**src/rtl/track_req_skid.sv**
```systemverilog
// Two-entry per-client skid FIFO with a registered ready.
// It holds {mark, label} records in arrival order. The head is visible to the
// arbiter one cycle after the push, so an empty buffer is never bypassed.
module track_req_skid #(
    parameter int DWIDTH = 21
) (
    input  logic              clk,
    input  logic              reset_l,
    input  logic              in_valid,
    input  logic [DWIDTH-1:0] in_data,
    output logic              in_ready,
    input  logic              pop,
    output logic              head_valid,
    output logic [DWIDTH-1:0] head_data
);

    logic [1:0]        count_r;
    logic [DWIDTH-1:0] head_r;
    logic [DWIDTH-1:0] tail_r;
    logic              ready_r;
    logic              push_s;
    logic              pop_s;
    logic [1:0]        count_next_s;

    assign push_s     = in_valid && ready_r;
    assign pop_s      = pop && (count_r != 2'd0);
    assign in_ready   = ready_r;
    assign head_valid = (count_r != 2'd0);
    assign head_data  = head_r;

    // Occupancy after this cycle's push and pop
    always_comb begin
        count_next_s = count_r;
        case ({push_s, pop_s})
            2'b10:   count_next_s = count_r + 2'd1;
            2'b01:   count_next_s = count_r - 2'd1;
            default: count_next_s = count_r;
        endcase
    end

    // Storage shift, occupancy and registered ready
    always_ff @(posedge clk or negedge reset_l) begin
        if (!reset_l) begin
            count_r <= 2'd0;
            ready_r <= 1'b1;
            head_r  <= {DWIDTH{1'b0}};
            tail_r  <= {DWIDTH{1'b0}};
        end else begin
            count_r <= count_next_s;
            ready_r <= (count_next_s < 2'd2);
            case (count_r)
                2'd0: begin
                    if (push_s) head_r <= in_data;
                end
                2'd1: begin
                    if (push_s && pop_s) head_r <= in_data;
                    else if (push_s)     tail_r <= in_data;
                end
                2'd2: begin
                    // ready is low here, so only a pop can happen
                    if (pop_s) head_r <= tail_r;
                end
                default: begin
                    head_r <= head_r;
                end
            endcase
        end
    end

endmodule

```
**src/rtl/track_req_arb.sv**
```systemverilog
// Round-robin request arbiter feeding the label-tracking checker's request FIFO.
// Each client has its own skid buffer; a single output register drives the FIFO
// write port and is only written into the FIFO while it is not full.
module track_req_arb #(
    parameter int NCLIENTS   = 4,
    parameter int LABELWIDTH = 20,
    parameter int IDWIDTH    = 3,
    parameter int STALLWIDTH = 16
) (
    input  logic                           clk,
    input  logic                           reset_l,
    input  logic [NCLIENTS-1:0]            req_valid,
    input  logic [NCLIENTS*LABELWIDTH-1:0] req_label,
    input  logic [NCLIENTS-1:0]            req_mark,
    output logic [NCLIENTS-1:0]            req_ready,
    output logic                           out_we,
    output logic [LABELWIDTH-1:0]          out_label,
    output logic                           out_mark,
    input  logic                           out_full,
    output logic [IDWIDTH-1:0]             out_id,
    output logic [STALLWIDTH-1:0]          stall_count
);

    localparam int DW = LABELWIDTH + 1;

    logic [NCLIENTS-1:0]   head_valid_s;
    logic [DW-1:0]         head_data_s [NCLIENTS];
    logic [NCLIENTS-1:0]   pop_s;

    logic                  out_valid_r;
    logic [LABELWIDTH-1:0] out_label_r;
    logic                  out_mark_r;
    logic [IDWIDTH-1:0]    out_id_r;
    logic [IDWIDTH-1:0]    ptr_r;
    logic [STALLWIDTH-1:0] stall_r;

    logic                  out_we_s;
    logic                  can_load_s;
    logic                  hit_hi_s;
    logic                  hit_lo_s;
    logic                  found_hi_s;
    logic                  found_lo_s;
    logic [IDWIDTH-1:0]    idx_hi_s;
    logic [IDWIDTH-1:0]    idx_lo_s;
    logic                  grant_valid_s;
    logic [IDWIDTH-1:0]    grant_idx_s;
    logic [DW-1:0]         grant_data_s;

    for (genvar i = 0; i < NCLIENTS; i++) begin : g_skid
        track_req_skid #(.DWIDTH(DW)) u_skid (
            .clk        (clk),
            .reset_l    (reset_l),
            .in_valid   (req_valid[i]),
            .in_data    ({req_mark[i], req_label[i*LABELWIDTH +: LABELWIDTH]}),
            .in_ready   (req_ready[i]),
            .pop        (pop_s[i]),
            .head_valid (head_valid_s[i]),
            .head_data  (head_data_s[i])
        );
    end

    // The one combinational output path: write whenever staged and not full
    assign out_we_s    = out_valid_r && !out_full;
    assign can_load_s  = !out_valid_r || out_we_s;
    assign out_we      = out_we_s;
    assign out_label   = out_label_r;
    assign out_mark    = out_mark_r;
    assign out_id      = out_id_r;
    assign stall_count = stall_r;

    // Rotating priority: lowest non-empty index above the pointer, else lowest at or below it
    always_comb begin
        hit_hi_s   = 1'b0;
        hit_lo_s   = 1'b0;
        found_hi_s = 1'b0;
        found_lo_s = 1'b0;
        idx_hi_s   = {IDWIDTH{1'b0}};
        idx_lo_s   = {IDWIDTH{1'b0}};
        for (int c = 0; c < NCLIENTS; c++) begin
            hit_hi_s   = head_valid_s[c] && (IDWIDTH'(c) >  ptr_r) && !found_hi_s;
            hit_lo_s   = head_valid_s[c] && (IDWIDTH'(c) <= ptr_r) && !found_lo_s;
            idx_hi_s   = hit_hi_s ? IDWIDTH'(c) : idx_hi_s;
            idx_lo_s   = hit_lo_s ? IDWIDTH'(c) : idx_lo_s;
            found_hi_s = found_hi_s || hit_hi_s;
            found_lo_s = found_lo_s || hit_lo_s;
        end
        grant_valid_s = can_load_s && (found_hi_s || found_lo_s);
        grant_idx_s   = found_hi_s ? idx_hi_s : idx_lo_s;
    end

    // One-hot pop of the granted skid and selection of its head record
    always_comb begin
        pop_s        = {NCLIENTS{1'b0}};
        grant_data_s = {DW{1'b0}};
        for (int c = 0; c < NCLIENTS; c++) begin
            pop_s[c]     = grant_valid_s && (grant_idx_s == IDWIDTH'(c));
            grant_data_s = grant_data_s | ({DW{pop_s[c]}} & head_data_s[c]);
        end
    end

    // Output stage and round-robin pointer
    always_ff @(posedge clk or negedge reset_l) begin
        if (!reset_l) begin
            out_valid_r <= 1'b0;
            out_label_r <= {LABELWIDTH{1'b0}};
            out_mark_r  <= 1'b0;
            out_id_r    <= {IDWIDTH{1'b0}};
            ptr_r       <= IDWIDTH'(NCLIENTS - 1);
        end else if (grant_valid_s) begin
            out_valid_r <= 1'b1;
            out_label_r <= grant_data_s[LABELWIDTH-1:0];
            out_mark_r  <= grant_data_s[LABELWIDTH];
            out_id_r    <= grant_idx_s;
            ptr_r       <= grant_idx_s;
        end else if (out_we_s) begin
            out_valid_r <= 1'b0;
        end
    end

    // Saturating count of cycles where a staged write is held off by a full FIFO
    always_ff @(posedge clk or negedge reset_l) begin
        if (!reset_l) begin
            stall_r <= {STALLWIDTH{1'b0}};
        end else if (out_valid_r && out_full && (stall_r != {STALLWIDTH{1'b1}})) begin
            stall_r <= stall_r + STALLWIDTH'(1);
        end
    end

endmodule

```
**config.mk**
```make
export PLATFORM = sky130hd
export DESIGN_NAME = track_req_arb
export DESIGN_NICKNAME = d
export VERILOG_FILES = /design/src/rtl/track_req_skid.sv /design/src/rtl/track_req_arb.sv
export SDC_FILE = /design/constraint.sdc
export NUM_CORES = 1
export LEC_CHECK = 0
export ABC_AREA = 1
export CAP_MARGIN = 30
export CORE_MARGIN = 1
export CORE_UTILIZATION = 50
export DETAILED_ROUTE_END_ITERATION = 8
export PLACE_DENSITY = 0.73
export SETUP_SLACK_MARGIN = 0.2
export SYNTH_ARGS = -nofsm -noshare
export SYNTH_HDL_FRONTEND = slang
export SYNTH_SLANG_ARGS = --single-unit
```
**constraint.sdc**
```tcl
create_clock -name clk -period 2.6 [get_ports clk]
set_input_delay 0.65 -clock clk [delete_from_list [all_inputs] [get_ports clk]]
set_output_delay 0.65 -clock clk [all_outputs]
set_load 0.05 [all_outputs]
```
==> metrics.md <==
| Metric | Value |
|---|---|
| Fin crit share | 105% |
| Initial DRC Count | 563 |
| Final Hold Fails | 0 |
| Synth Area per Inst | 8.96 µm² |
| Most frequent cell after synthesis | nand2_1 |
| #FFs+latches synth | 222 |
| Root Driver | clkbuf_16 |
| I/O pins | 136 |
| # setup viols final | 83 |
| Worst r2r path cells | 17 |
| DR WL/cell | 16.7 µm |
| PwrDens | 1420 mW/mm² |
| Mapped cell area | 0.0107 mm² |
| Post-DP Area | 0.0126 mm² |
| Critical Path Start | g_skid[2].u_skid.count_r[0] |
| Slowest-stage cell, CP | dfrtp_1 |
| YS warnings | 0 |
| Synth top area share | 50.7% |
| Critical path class | reg2reg |
| Final HPWL DP | 17900 µm |
| Worst Tran Pin Value | 611 ps |
| Seq/Total Area, Yosys | 52.1% |
| Congestion Overflow GR | 0 |
| Max-cap violations | 0 |
| CP Cell Sequence | inv_2, ha_4, inv_2, nand2_2, nand4_1, nand2_1, nand2_2, buf_4, nand4_4, inv_2, ha_4, inv_4, a221oi_4, buf_4, buf_16, nand3_1, nand2_2 |
| Die width | 148 µm |
| First-pass GRT wire length | 43700 µm |
| Maximum vdd drop | 0.000799 V |
| Largest net degree at the start of global routing | 67 |
| Cell family with most CP delay | buffers and inverters |
| Synth top area cells | dfrtp_1 51%, nand2_1 10%, mux2_2 4.2% |
| Cell taking the most area after synthesis | dfrtp_1 |
| Die Ht | 148 µm |
| CP max stage delay | 380 ps |
| DR vias/cell | 5.29 |
| EDFF count, synth | 0 |
| Fmax | 366 MHz |
| Clk_skew | 11.5 ps |
| Gr usage total | 25.3% |
| Worst r2r dst | g_skid[2].u_skid.head_data[10] |
| Post-Syn Nets | 1316 |
| RSZ-0062 raised after global routing | true |
| Initial Util | 50.9% |
| Diode count | 0 |
| Post-synth top cells | 293 x nand2_1, 216 x dfrtp_1, 111 x inv_1 |
| Core ar. | 0.0210 mm² |
| I/O Buffers | 134 |
| Die Area | 0.0219 mm² |
| # DRC | 0 |
| Clk slew on worst S/H paths | 60 ps |
| Async SR Flop Fraction | 100% |
| Clock Sinks | 222 |
| Initial antenna violation count | 1 |
| RD Place Congestion | 0.921 |
| Area grow syn2layout | 35.1% |
| Setup_tns | -4260 ps |
| Worst EP arrival | 3170 ps |
| Post-route cell area | 0.0144 mm² |
| Util after Layout | 68.8% |
| Reg-to-Reg Start | g_skid[2].u_skid.count_r[0] |
| WP buf/inv | 7 |
| Critical Path End | g_skid[2].u_skid.head_data[10] |
| R2r setup slk | -140 ps |
| Hold Crit Class | in2async |
| Setup crit start kind | register |
| Slew Viols, Final | 0 |
| Nature of the critical path endpoint | register |
| DRT Pass-1 Iters | 5 |
| Place WS | -174 ps |
| Fin crit period | 2740 ps |
| Final setup margin | -135 ps |
| Primary FF master, synth | dfrtp_1 |
| Cell row count | 53 |
| Largest fanout on the critical path | 10 |
| CTS max path bufs | 3 |
| Worst-skew pair later-pin latency | 510 ps |
| Vias in the first global route | 8581 |
| Layout cells sized above 1 | 20.4% |
| CTS tree | built |
| Status | finished with violations |
| Yosys cell types | 33 |
| Synthesized instance count | 1191 |
| WP data required | 3030 ps |
| Total CTS buffers | 23 |
| Layout net count | 1505 |
| Crit path depth | 17 |
| Max_slew headroom | 59.3% |
| Leak | 7.03 nW |
| H-tree depth | 1 |
| WL final | 27900 µm |
| Hold_ws | 115 ps |
| Failing checks | setup timing |
| Via Count | 8828 |
| Final ANT Viol Nets | 0 |
worst min path at each step:
stage	to	slack, ps	cells past startpoint	from
detailed placement	g_skid[2].u_skid.head_data[8]	460	2	g_skid[2].u_skid.head_data[8]
finish	g_skid[2].u_skid.tail_r[10]	120	1	reset_l
global placement	g_skid[2].u_skid.head_data[11]	460	2	g_skid[2].u_skid.head_data[11]
global route	g_skid[2].u_skid.tail_r[6]	150	1	reset_l
floorplan	asynchronous set/reset pin	350	0	reset_l
CTS	g_skid[2].u_skid.tail_r[8]	130	1	reset_l
per-layer routing:
| metal | part of all wire [%] | GRT usage, % |
|---|---|---|
| met2 | 51 | 44.1 |
| met1 | 42 | 32.8 |
| met5 | 0.047 | 0 |
| met4 | 2.7 | 6.96 |
| met3 | 4.8 | 3.96 |
metrics by stage:
stage / cells / power (W)
finish: 1668 / 0.0204
global route: 1668 / 0.0217
CTS: 1662 / 0.0198
detailed placement: 1582 / 0.0146
global placement: 1582 / 0.0143
floorplan: 1191 / 0.0119
layout by cell type (no fill, tap or decap), drive strengths merged, types with 11 or more instances in the layout:
cell	synthesis	layout
dfrtp	216	216
nand2	299	299
buf	31	93
inv	113	113
nor2	79	79
clkdlybuf4s50	0	110
dlygate4sd2	0	16
nand3	90	90
nand4	11	11
mux2	40	40
mux2i	40	40
ha	34	34
o21ai	144	144
clkbuf	33	33
a21oi	24	24
cell families after synthesis:
logic type	share of synthesized area, %
AO/OA/AOI/OAI	8.88
XOR/XNOR	1.15
adder cells (fa/ha/maj)	3.99
buffers and inverters	7.00
flip-flops	52.1
multiplexers	7.97
other	0.0351
AND/OR/NAND/NOR	18.8
what timing repair did:
item,in CTS,in global routing
setup endpoints to repair,183,188
hold buffers,0,0
setup buffers,34,4
cloned,8,2
resized for setup,114,65
pin swaps,14,13
flip-flops by register name, indices dropped and copies added (netlist names), named ones only:
register                 count
g_skid.u_skid.count_r        4
g_skid.u_skid.head_data     84
g_skid.u_skid.in_ready       4
g_skid.u_skid.tail_r        84
out_id                       2
out_label                   20
out_mark                     1
out_valid_r                  1
ptr_r                        2
stall_count                 16
layout make-up:
type	count	area [µm²]
multi-input combinational	792	4810
clock inverter	7	135
tap	275	344
fill	1570	6540
inverter	113	434
timing repair buffer	228	2470
sequential	222	5560
clock buffer	31	656
power breakdown:
group	switching [W]	total (W)	leakage [nW]	internal, W
clock	0.00133	0.00347	0.391	0.00215
sequential	0.00101	0.00612	2.77	0.00511
combinational	0.00626	0.0108	3.87	0.00456
total	0.00859	0.0204	7.03	0.0118
(Power assumes the default switching activity.)
